`src/rtl/brq_dmem_bridge.sv`:
```
// Core LDST to single-outstanding word bus bridge: byte-lane steering, load extension, WAIT timeout.
// Optional BRQ_DMEM_MISALIGN_EN: misaligned H/W accesses raise dmem_err instead of being aligned down.
module brq_dmem_bridge #(
    parameter int DataWidth     = 32,
    parameter int AddrWidth     = 15,
    parameter int TimeoutCycles = 255
) (
    input  logic                 brq_clk,
    input  logic                 brq_rst,
    input  logic [AddrWidth-1:0] core_addr,
    input  logic [DataWidth-1:0] core_wdata,
    input  logic                 core_ren,
    input  logic                 core_wen,
    input  logic [2:0]           core_size,
    output logic [DataWidth-1:0] core_rdata,
    output logic                 core_stall,
    output logic                 dmem_err,
    output logic                 bus_req_valid,
    input  logic                 bus_req_ready,
    output logic                 bus_we,
    output logic [AddrWidth-3:0] bus_addr,
    output logic [3:0]           bus_be,
    output logic [DataWidth-1:0] bus_wdata,
    input  logic                 bus_rsp_valid,
    input  logic [DataWidth-1:0] bus_rdata
);

    typedef enum logic [1:0] {
        S_IDLE = 2'd0,
        S_REQ  = 2'd1,
        S_WAIT = 2'd2
    } state_t;

    localparam logic [1:0] CLS_B = 2'd0;
    localparam logic [1:0] CLS_H = 2'd1;
    localparam logic [1:0] CLS_W = 2'd2;

    // Last WAIT cycle index; the abort happens on this cycle if no response arrives.
    localparam logic [7:0] TimeoutLast = 8'(TimeoutCycles - 1);

    // Access class from func3: undefined encodings (011, 11x) fall into W.
    function automatic logic [1:0] size_class(input logic [2:0] size);
        logic [1:0] cls;
        case (size[1:0])
            2'b00:   cls = CLS_B;
            2'b01:   cls = CLS_H;
            default: cls = CLS_W;
        endcase
        return cls;
    endfunction

    // H uses only addr[1] and W ignores the offset, which aligns misaligned accesses down.
    function automatic logic [3:0] byte_enable(input logic [1:0] cls, input logic [1:0] off);
        logic [3:0] be;
        case (cls)
            CLS_B:   be = 4'b0001 << off;
            CLS_H:   be = off[1] ? 4'b1100 : 4'b0011;
            default: be = 4'b1111;
        endcase
        return be;
    endfunction

    function automatic logic [31:0] lane_replicate(input logic [1:0] cls, input logic [31:0] data);
        logic [31:0] rep;
        case (cls)
            CLS_B:   rep = {4{data[7:0]}};
            CLS_H:   rep = {2{data[15:0]}};
            default: rep = data;
        endcase
        return rep;
    endfunction

    function automatic logic [31:0] load_extract(input logic [1:0] cls, input logic uns,
                                                 input logic [1:0] off, input logic [31:0] data);
        logic [7:0]  b;
        logic [15:0] h;
        logic [31:0] res;
        b = data[{off, 3'b000} +: 8];
        h = off[1] ? data[31:16] : data[15:0];
        case (cls)
            CLS_B:   res = {{24{b[7] & ~uns}}, b};
            CLS_H:   res = {{16{h[15] & ~uns}}, h};
            default: res = data;
        endcase
        return res;
    endfunction

`ifdef BRQ_DMEM_MISALIGN_EN
    function automatic logic misaligned(input logic [1:0] cls, input logic [1:0] off);
        return ((cls == CLS_H) && off[0]) || ((cls == CLS_W) && (off != 2'b00));
    endfunction
`endif

    state_t      state;
    state_t      state_nxt;
    logic        start;
    logic        mis;
    logic        timeout;
    logic [7:0]  wait_cnt;
    logic [1:0]  off_q;
    logic [1:0]  cls_q;
    logic        uns_q;
    logic [1:0]  cls_in;

    assign start   = core_ren | core_wen;
    assign cls_in  = size_class(core_size);
    assign timeout = (wait_cnt == TimeoutLast);

`ifdef BRQ_DMEM_MISALIGN_EN
    assign mis = misaligned(cls_in, core_addr[1:0]);
`else
    assign mis = 1'b0;
`endif

    // State register
    always_ff @(posedge brq_clk or negedge brq_rst) begin
        if (!brq_rst) begin
            state <= S_IDLE;
        end else begin
            state <= state_nxt;
        end
    end

    // Next-state logic
    always_comb begin
        state_nxt = state;
        case (state)
            S_IDLE: begin
                if (start && !mis) begin
                    state_nxt = S_REQ;
                end
            end
            S_REQ: begin
                if (bus_req_ready) begin
                    state_nxt = bus_we ? S_IDLE : S_WAIT;
                end
            end
            S_WAIT: begin
                if (bus_rsp_valid || timeout) begin
                    state_nxt = S_IDLE;
                end
            end
            default: state_nxt = S_IDLE;
        endcase
    end

    // Outputs decoded from state; stall in IDLE follows the strobe so the core holds this cycle.
    always_comb begin
        core_stall    = 1'b1;
        bus_req_valid = 1'b0;
        case (state)
            S_IDLE:  core_stall = start;
            S_REQ:   bus_req_valid = 1'b1;
            default: core_stall = 1'b1;
        endcase
    end

    // Request capture, response extraction and WAIT timeout
    always_ff @(posedge brq_clk or negedge brq_rst) begin
        if (!brq_rst) begin
            core_rdata <= '0;
            dmem_err   <= 1'b0;
            bus_we     <= 1'b0;
            bus_addr   <= '0;
            bus_be     <= '0;
            bus_wdata  <= '0;
            wait_cnt   <= '0;
            off_q      <= '0;
            cls_q      <= CLS_B;
            uns_q      <= 1'b0;
        end else begin
            dmem_err <= 1'b0;
            case (state)
                S_IDLE: begin
                    if (start && mis) begin
                        dmem_err   <= 1'b1;
                        core_rdata <= '0;
                    end else if (start) begin
                        bus_we    <= core_wen;
                        bus_addr  <= core_addr[AddrWidth-1:2];
                        bus_be    <= byte_enable(cls_in, core_addr[1:0]);
                        bus_wdata <= lane_replicate(cls_in, core_wdata);
                        off_q     <= core_addr[1:0];
                        cls_q     <= cls_in;
                        uns_q     <= core_size[2];
                    end
                end
                S_REQ: begin
                    if (bus_req_ready && !bus_we) begin
                        wait_cnt <= '0;
                    end
                end
                S_WAIT: begin
                    if (bus_rsp_valid) begin
                        core_rdata <= load_extract(cls_q, uns_q, off_q, bus_rdata);
                    end else if (timeout) begin
                        core_rdata <= '0;
                        dmem_err   <= 1'b1;
                    end else begin
                        wait_cnt <= wait_cnt + 8'd1;
                    end
                end
                default: ;
            endcase
        end
    end

endmodule

```
`config.mk`:
```
export PLATFORM = sky130hd
export DESIGN_NAME = brq_dmem_bridge
export DESIGN_NICKNAME = d
export VERILOG_FILES = /design/src/rtl/brq_dmem_bridge.sv
export SDC_FILE = /design/constraint.sdc
export NUM_CORES = 1
export LEC_CHECK = 0
export ABC_AREA = 1
export CAP_MARGIN = 10
export CORE_MARGIN = 2
export CORE_UTILIZATION = 45
export DETAILED_ROUTE_END_ITERATION = 12
export PLACE_DENSITY = 0.83
export SKIP_LAST_GASP = 1
export SLEW_MARGIN = 20
export SYNTH_ARGS = -nofsm -noshare
export SYNTH_HDL_FRONTEND = slang
export SYNTH_SLANG_ARGS = --single-unit
export TNS_END_PERCENT = 50
```
`constraint.sdc`:
```
create_clock -name brq_clk -period 4.2 [get_ports brq_clk]
set_input_delay 0.63 -clock brq_clk [delete_from_list [all_inputs] [get_ports brq_clk]]
set_output_delay 0.63 -clock brq_clk [all_outputs]
set_load 0.01 [all_outputs]
```
==> results of run 1 <==
flip-flops by register name, indices dropped and copies added, names as in the netlist:
register / count
bus_addr: 13
bus_wdata: 32
state: 2
wait_cnt: 8
core_rdata: 32
dmem_err: 1
bus_we: 1
off_q: 2
bus_be: 4
cls_q: 2
uns_q: 1
critical path, cell delays in order:
cell and delay (ns):
clkdlybuf4s50_1 0.53, inv_1 0.07, nand3_1 0.08, clkdlybuf4s50_1 0.53
path summary, 6_finish.rpt:
check	startpoint	end	slack, ns	depth (start not counted)
max reg2reg	state[1]	core_rdata[18]	2.08	7
max in group asynchronous	brq_rst	bus_wdata[28]	2.92	2
max	core_wen	core_stall	1.73	4
min reg2reg	core_rdata[27]	core_rdata[27]	0.49	2
min in group brq_clk	core_rdata[27]	core_rdata[27]	0.49	2
min	brq_rst	wait_cnt[2]	0.36	1
report_power, final:
group / internal (mW) / total [mW] / switching [mW]
logic: 1.11 / 2.33 / 1.21
registers: 1.37 / 1.67 / 0.306
clock network: 0.387 / 0.710 / 0.323
total: 2.87 / 4.71 / 1.84
area by class of cell:
class | instances | area [sq um] | share of cell area (%)
clock buffers | 13 | 169 | 2.48
clock inverters | 3 | 68.8 | 1.01
inverters | 26 | 105 | 1.54
multi-input cells | 489 | 2120 | 31.0
flip-flops and latches | 98 | 2450 | 36.0
well taps | 136 | 170 | 2.50
repair buffers | 174 | 1730 | 25.4
routing by layer:
metal | vias to the layer above | GRT usage [%]
li1 | 2320 | -
met1 | 2200 | 28.6
met2 | 209 | 40.1
met3 | 25 | 7.93
met4 | 0 | 10.5
met5 | - | 0
kinds of logic after synthesis:
logic type | synth area share, %
XOR/XNOR | 0.730
AND/OR/NAND/NOR | 34.5
adder cells (fa/ha/maj) | 0.521
flip-flops | 51.1
AO/OA/AOI/OAI | 8.16
buffers and inverters | 4.95
through the flow:
| step | hold slack (ns) | utilization, % | instances |
|---|---|---|---|
| floorplan | 0.334 | - | 637 |
| global placement | 0.457 | 63.7 | 923 |
| detailed placement | 0.465 | 63.7 | 923 |
| CTS | 0.385 | 66.0 | 939 |
| global route | 0.415 | 66.0 | 939 |
| finish | 0.356 | 66.0 | 939 |
cell usage after synthesis:
library cell | n | area [sq um]
nand3b_1 | 2 | 15.0
clkbuf_1 | 13 | 48.8
inv_1 | 19 | 71.3
dfrtp_1 | 98 | 2450
o21bai_1 | 2 | 15.0
nand2_2 | 5 | 31.3
nor2_2 | 3 | 18.8
ha_1 | 2 | 25.0
buf_2 | 4 | 20.0
nand3_1 | 24 | 120
o21ai_2 | 1 | 8.76
or2_2 | 1 | 6.26
a21oi_1 | 30 | 150
buf_6 | 5 | 56.3
inv_8 | 1 | 11.3
nor2_8 | 1 | 20.0
xnor2_1 | 1 | 8.76
nand3_4 | 1 | 17.5
xor2_1 | 3 | 26.3
nand2_4 | 2 | 22.5
inv_2 | 6 | 22.5
a21boi_2 | 1 | 11.3
nor2_4 | 1 | 11.3
a31oi_1 | 11 | 68.8
nand2_1 | 307 | 1150
o211ai_1 | 1 | 7.51
o21ai_0 | 26 | 130
nor2_1 | 63 | 236
buf_1 | 2 | 7.51
nor3_1 | 1 | 5.00
cells in the final DEF (no fill, tap or decap):
master	count
clkbuf_1	1
xor2_1	3
inv_2	6
nor2_2	3
nand3_4	1
buf_4	3
xnor2_1	1
nor3_1	1
clkbuf_8	12
nor2_4	1
ha_1	2
a31oi_1	11
nor2_1	63
nand2_2	5
inv_6	1
a21oi_1	30
nand2_4	2
o211ai_1	1
inv_8	1
bufinv_16	2
nand3b_1	2
o21ai_0	26
dfrtp_1	98
clkdlybuf4s50_1	171
nand2_1	307
nand3_1	24
inv_1	19
nor2_8	1
or2_2	1
o21ai_4	1
o21bai_1	2
a21boi_2	1
==> summary.txt, run 1 <==
Met2 Wirelength: 6400 um
Nets: 888
Clock Latency Late Sink: 0.37 ns
Avg WL per Cell: 14.4 um
F_max: 405 MHz
# resized after CTS: 0
Vias in the first global route: 4688
Area growth syn-to-layout: 42.0%
Met1 WL: 5380 um
Pin count of the biggest net entering global routing: 68
Die Area: 11500 sq um
Setup WS pre-CTS: 1.47 ns
Max layer used: met4
Cell area power density: 691 nW/um^2
Die W: 107 um
Worst Setup Start Kind: input pin
Worst-path clk slew: 0.09 ns
Max Fanout on Critical Path: 2
Layout fillers: 877
Sequential area share after synthesis: 51.1%
CTS tree: built
Final setup viols: 0
Via density: 5.06
Clk root buf: clkbuf_8
Worst hold path class: input pin to async pin
First-pass GRT wire length: 21800 um
Initial Util: 46.5%
Netlist cell types: 30
Peak supply drop: 0.401 mV
Final Worst Setup Slack: 1.73 ns
Final setup TNS: 0 ns
Yosys warns: 0
Slew HR: 45.3%
Avg Cell Area, Syn: 7.53 sq um
# DRC: 0
Final hold violation count: 0
Unrepaired setup endpoints after global routing: no
Synth Instances: 637
Post-DP HPWL: 9990 um
Routed wire length on met3: 1420 um
Detailed Routing Iterations Pass 1: 5
Worst Skew: 0.00810 ns
Clock tree buffer depth: 2
Slew @ Worst Pin: 0.820 ns
Seq cells post-synth: 98
Clock sink count: 98
Max Cap Viol: 0
Port buffer count: 172
Antenna-violating nets left: 0
DIE HEIGHT: 107 um
Critical path type: input pin to primary output
Net Count, Synth: 727
Cell Area, Placed: 6580 sq um
CP Data Required Time: 3.57 ns
Grt ovf: 0
Final GP Congestion: 0.879
Post-CTS Hold Fix Bufs: 0
Vias: 4754
Outcome: completed
Initial antenna violation count: 0
Num rows: 37
Share of layout cells above drive strength 1: 5.11%
# H-tree levels: 3
Static Leak: 3.33 nW
Crit path DAT: 1.84 ns
Post-CTS setup buffer count: 0
Period minus WS final: 2.47 ns
Core area: 10300 sq um
Final Slew Violations: 0
Fin crit share: 58.8%
Critical Path End Type: primary output
Tot Pwr: 4.71 mW
IO Count: 173
Initial DRC Count: 217
CTS Buf Count: 9
Antenna diode count: 0
Mapped Area: 4800 sq um
Final wirelength: 13500 um
Fin area: 6820 sq um
GRT Overall Usage: 24.1%
Note: power is estimated with default switching activity, not from simulation.
==> run 2, diff against run 1 <==
--- a/config.mk
+++ b/config.mk
@@ -8,9 +8,9 @@
 export ABC_AREA = 1
 export CAP_MARGIN = 10
 export CORE_MARGIN = 2
-export CORE_UTILIZATION = 45
+export CORE_UTILIZATION = 41
 export DETAILED_ROUTE_END_ITERATION = 12
-export PLACE_DENSITY = 0.83
+export PLACE_DENSITY = 0.8
 export SKIP_LAST_GASP = 1
 export SLEW_MARGIN = 20
 export SYNTH_ARGS = -nofsm -noshare
==> constraint.sdc (replaced) <==
create_clock -name brq_clk -period 2.05 [get_ports brq_clk]
set_input_delay 0.3075 -clock brq_clk [delete_from_list [all_inputs] [get_ports brq_clk]]
set_output_delay 0.3075 -clock brq_clk [all_outputs]
set_load 0.01 [all_outputs]
==> run 2 against run 1 <==
Clock skew rose by 0.0029 ns. Sequential share of layout area fell by 1.2 points. Cell count rose by 2.4%. Power rose by 120%. Cell area rose by 3.6%. Sequential power rose by 100%. Worst setup slack got worse by 1.6 ns. Worst hold slack improved by 0.067 ns. Critical path depth fell by 1. Via count rose by 0.25%. Clock-buffer cell count fell by 3. Critical path type is now flop to primary output. Critical endpoint unchanged. Largest cell class unchanged.
==> summary.txt, run 2 (synthesis results as in run 1) <==
Slew @ Worst Pin: 0.690 ns
Critical-path top delay cell: clkdlybuf4s50_1
Die W: 112 um
# resized after CTS: 0
Share of layout cells above drive strength 1: 6.96%
Initial Util: 42.0%
Most frequent cells in the layout: nand2_1, clkdlybuf4s50_1, dfrtp_1, nor2_1, a21oi_1
Clock sink count: 98
Initial DRC Count: 237
Slew HR: 53.9%
Biggest regs: bus_wdata (32), core_rdata (32), bus_addr (13)
Final setup TNS: 0 ns
Critical path type: flop to primary output
CTS Buf Count: 9
Critical Path End Type: primary output
Final GP Congestion: 0.844
Static Leak: 3.46 nW
Crit path cell chain: nor2_1 -> nand3_1 -> clkdlybuf4s50_1
Peak supply drop: 0.730 mV
Commonest non-fill, non-tap cell in the layout: nand2_1
Pin count of the biggest net entering global routing: 39
Worst hold path class: input pin to async pin
First-pass GRT wire length: 22900 um
Fin area: 7060 sq um
# H-tree levels: 3
Worst R2R Setup Slack: 0.20 ns
Period minus WS final: 1.92 ns
Avg WL per Cell: 14.4 um
Worst r2r dst: core_rdata[17]
Register area: 2450 sq um
Worst Skew: 0.0110 ns
Multi-input gate area: 2120 sq um
Grt ovf: 0
Port buffer count: 172
Antenna-violating nets left: 0
Buf+Inv Stages, Crit Path: 1
CP startpoint: state[1]
Clock Latency Late Sink: 0.35 ns
Cell area power density: 1440 nW/um^2
IO Count: 173
Max Cap Viol: 0
Crit path max-delay family: buffers and inverters
Worst Setup Start Kind: flop
CTS tree: built
Vias in the first global route: 4645
DIE HEIGHT: 112 um
Slowest stage delay, CP: 0.49 ns
GRT Overall Usage: 22.5%
Reg-to-Reg Start: wait_cnt[0]
Final Slew Violations: 0
Final setup viols: 0
Cells on worst reg2reg path: 8
Core area: 11400 sq um
Worst-path clk slew: 0.07 ns
Nets: 904
Max Fanout on Critical Path: 3
Clk root buf: clkbuf_16
Die Area: 12600 sq um
Cell Area, Placed: 6740 sq um
Area growth syn-to-layout: 47.1%
Layout fillers: 1001
Via density: 4.95
Post-DP HPWL: 10100 um
CP Data Required Time: 1.74 ns
Final wirelength: 13800 um
Final hold violation count: 0
Tot Pwr: 10.1 mW
Num rows: 39
Initial antenna violation count: 0
Crit path DAT: 1.62 ns
Fin crit share: 93.9%
Detailed Routing Iterations Pass 1: 5
Unrepaired setup endpoints after global routing: no
Antenna diode count: 0
Vias: 4766
# DRC: 0
F_max: 520 MHz
Outcome: completed
Clock tree buffer depth: 2
run 2: per-stage QoR:
stage | util (%) | worst slack (ns) | std cells | hold slack, ns
after detailed placement | 59.0 | 0.188 | 945 | 0.251
final | 61.8 | 0.126 | 962 | 0.423
after global routing | 61.8 | 0.0238 | 962 | 0.464
after CTS | 61.8 | 0.119 | 962 | 0.439
after global placement | 59.0 | 0.242 | 945 | 0.242
after floorplan | - | 0.653 | 637 | 0.0119
run 2: worst max path at each step:
stage,to,slack [ns],cells past startpoint
after global routing,core_rdata[23],0.02,8
after detailed placement,core_rdata[13],0.19,6
after global placement,core_rdata[16],0.24,6
after CTS,core_stall,0.12,3
final,core_stall,0.13,3
after floorplan,wait_cnt[7],0.65,6
run 2: repair_timing:
action / 4_1_cts / 5_1_grt
hold endpoints to repair: 24 / 0
setup buffers: 0 / 0
hold buffers: 1 / 0
run 2: layout make-up:
| cell class | count | share of cell area, % |
|---|---|---|
| tap | 143 | 2.54 |
| inverter | 26 | 1.49 |
| timing repair buffer | 190 | 26.8 |
| clock buffer | 10 | 3.39 |
| clock inverter | 6 | 1.03 |
| sequential | 98 | 34.7 |
| multi-input combinational | 489 | 30.0 |
run 2: power breakdown:
group | switching [mW] | total [mW] | internal, mW
Sequential | 0.550 | 3.36 | 2.81
Combinational | 2.60 | 5.00 | 2.40
Clock | 0.784 | 1.78 | 0.998
Total | 3.94 | 10.1 | 6.21
run 2: metal layers:
metal  track usage [%]  share of wire, %  up-vias  wire [um]
met5                 0                 0        -          0
li1                  -                 -     2356          -
met3              6.43               9.3       15       1280
met1              29.5                43     2205       5900
met2              36.6                47      190       6460
met4              6.34               1.3        0        185
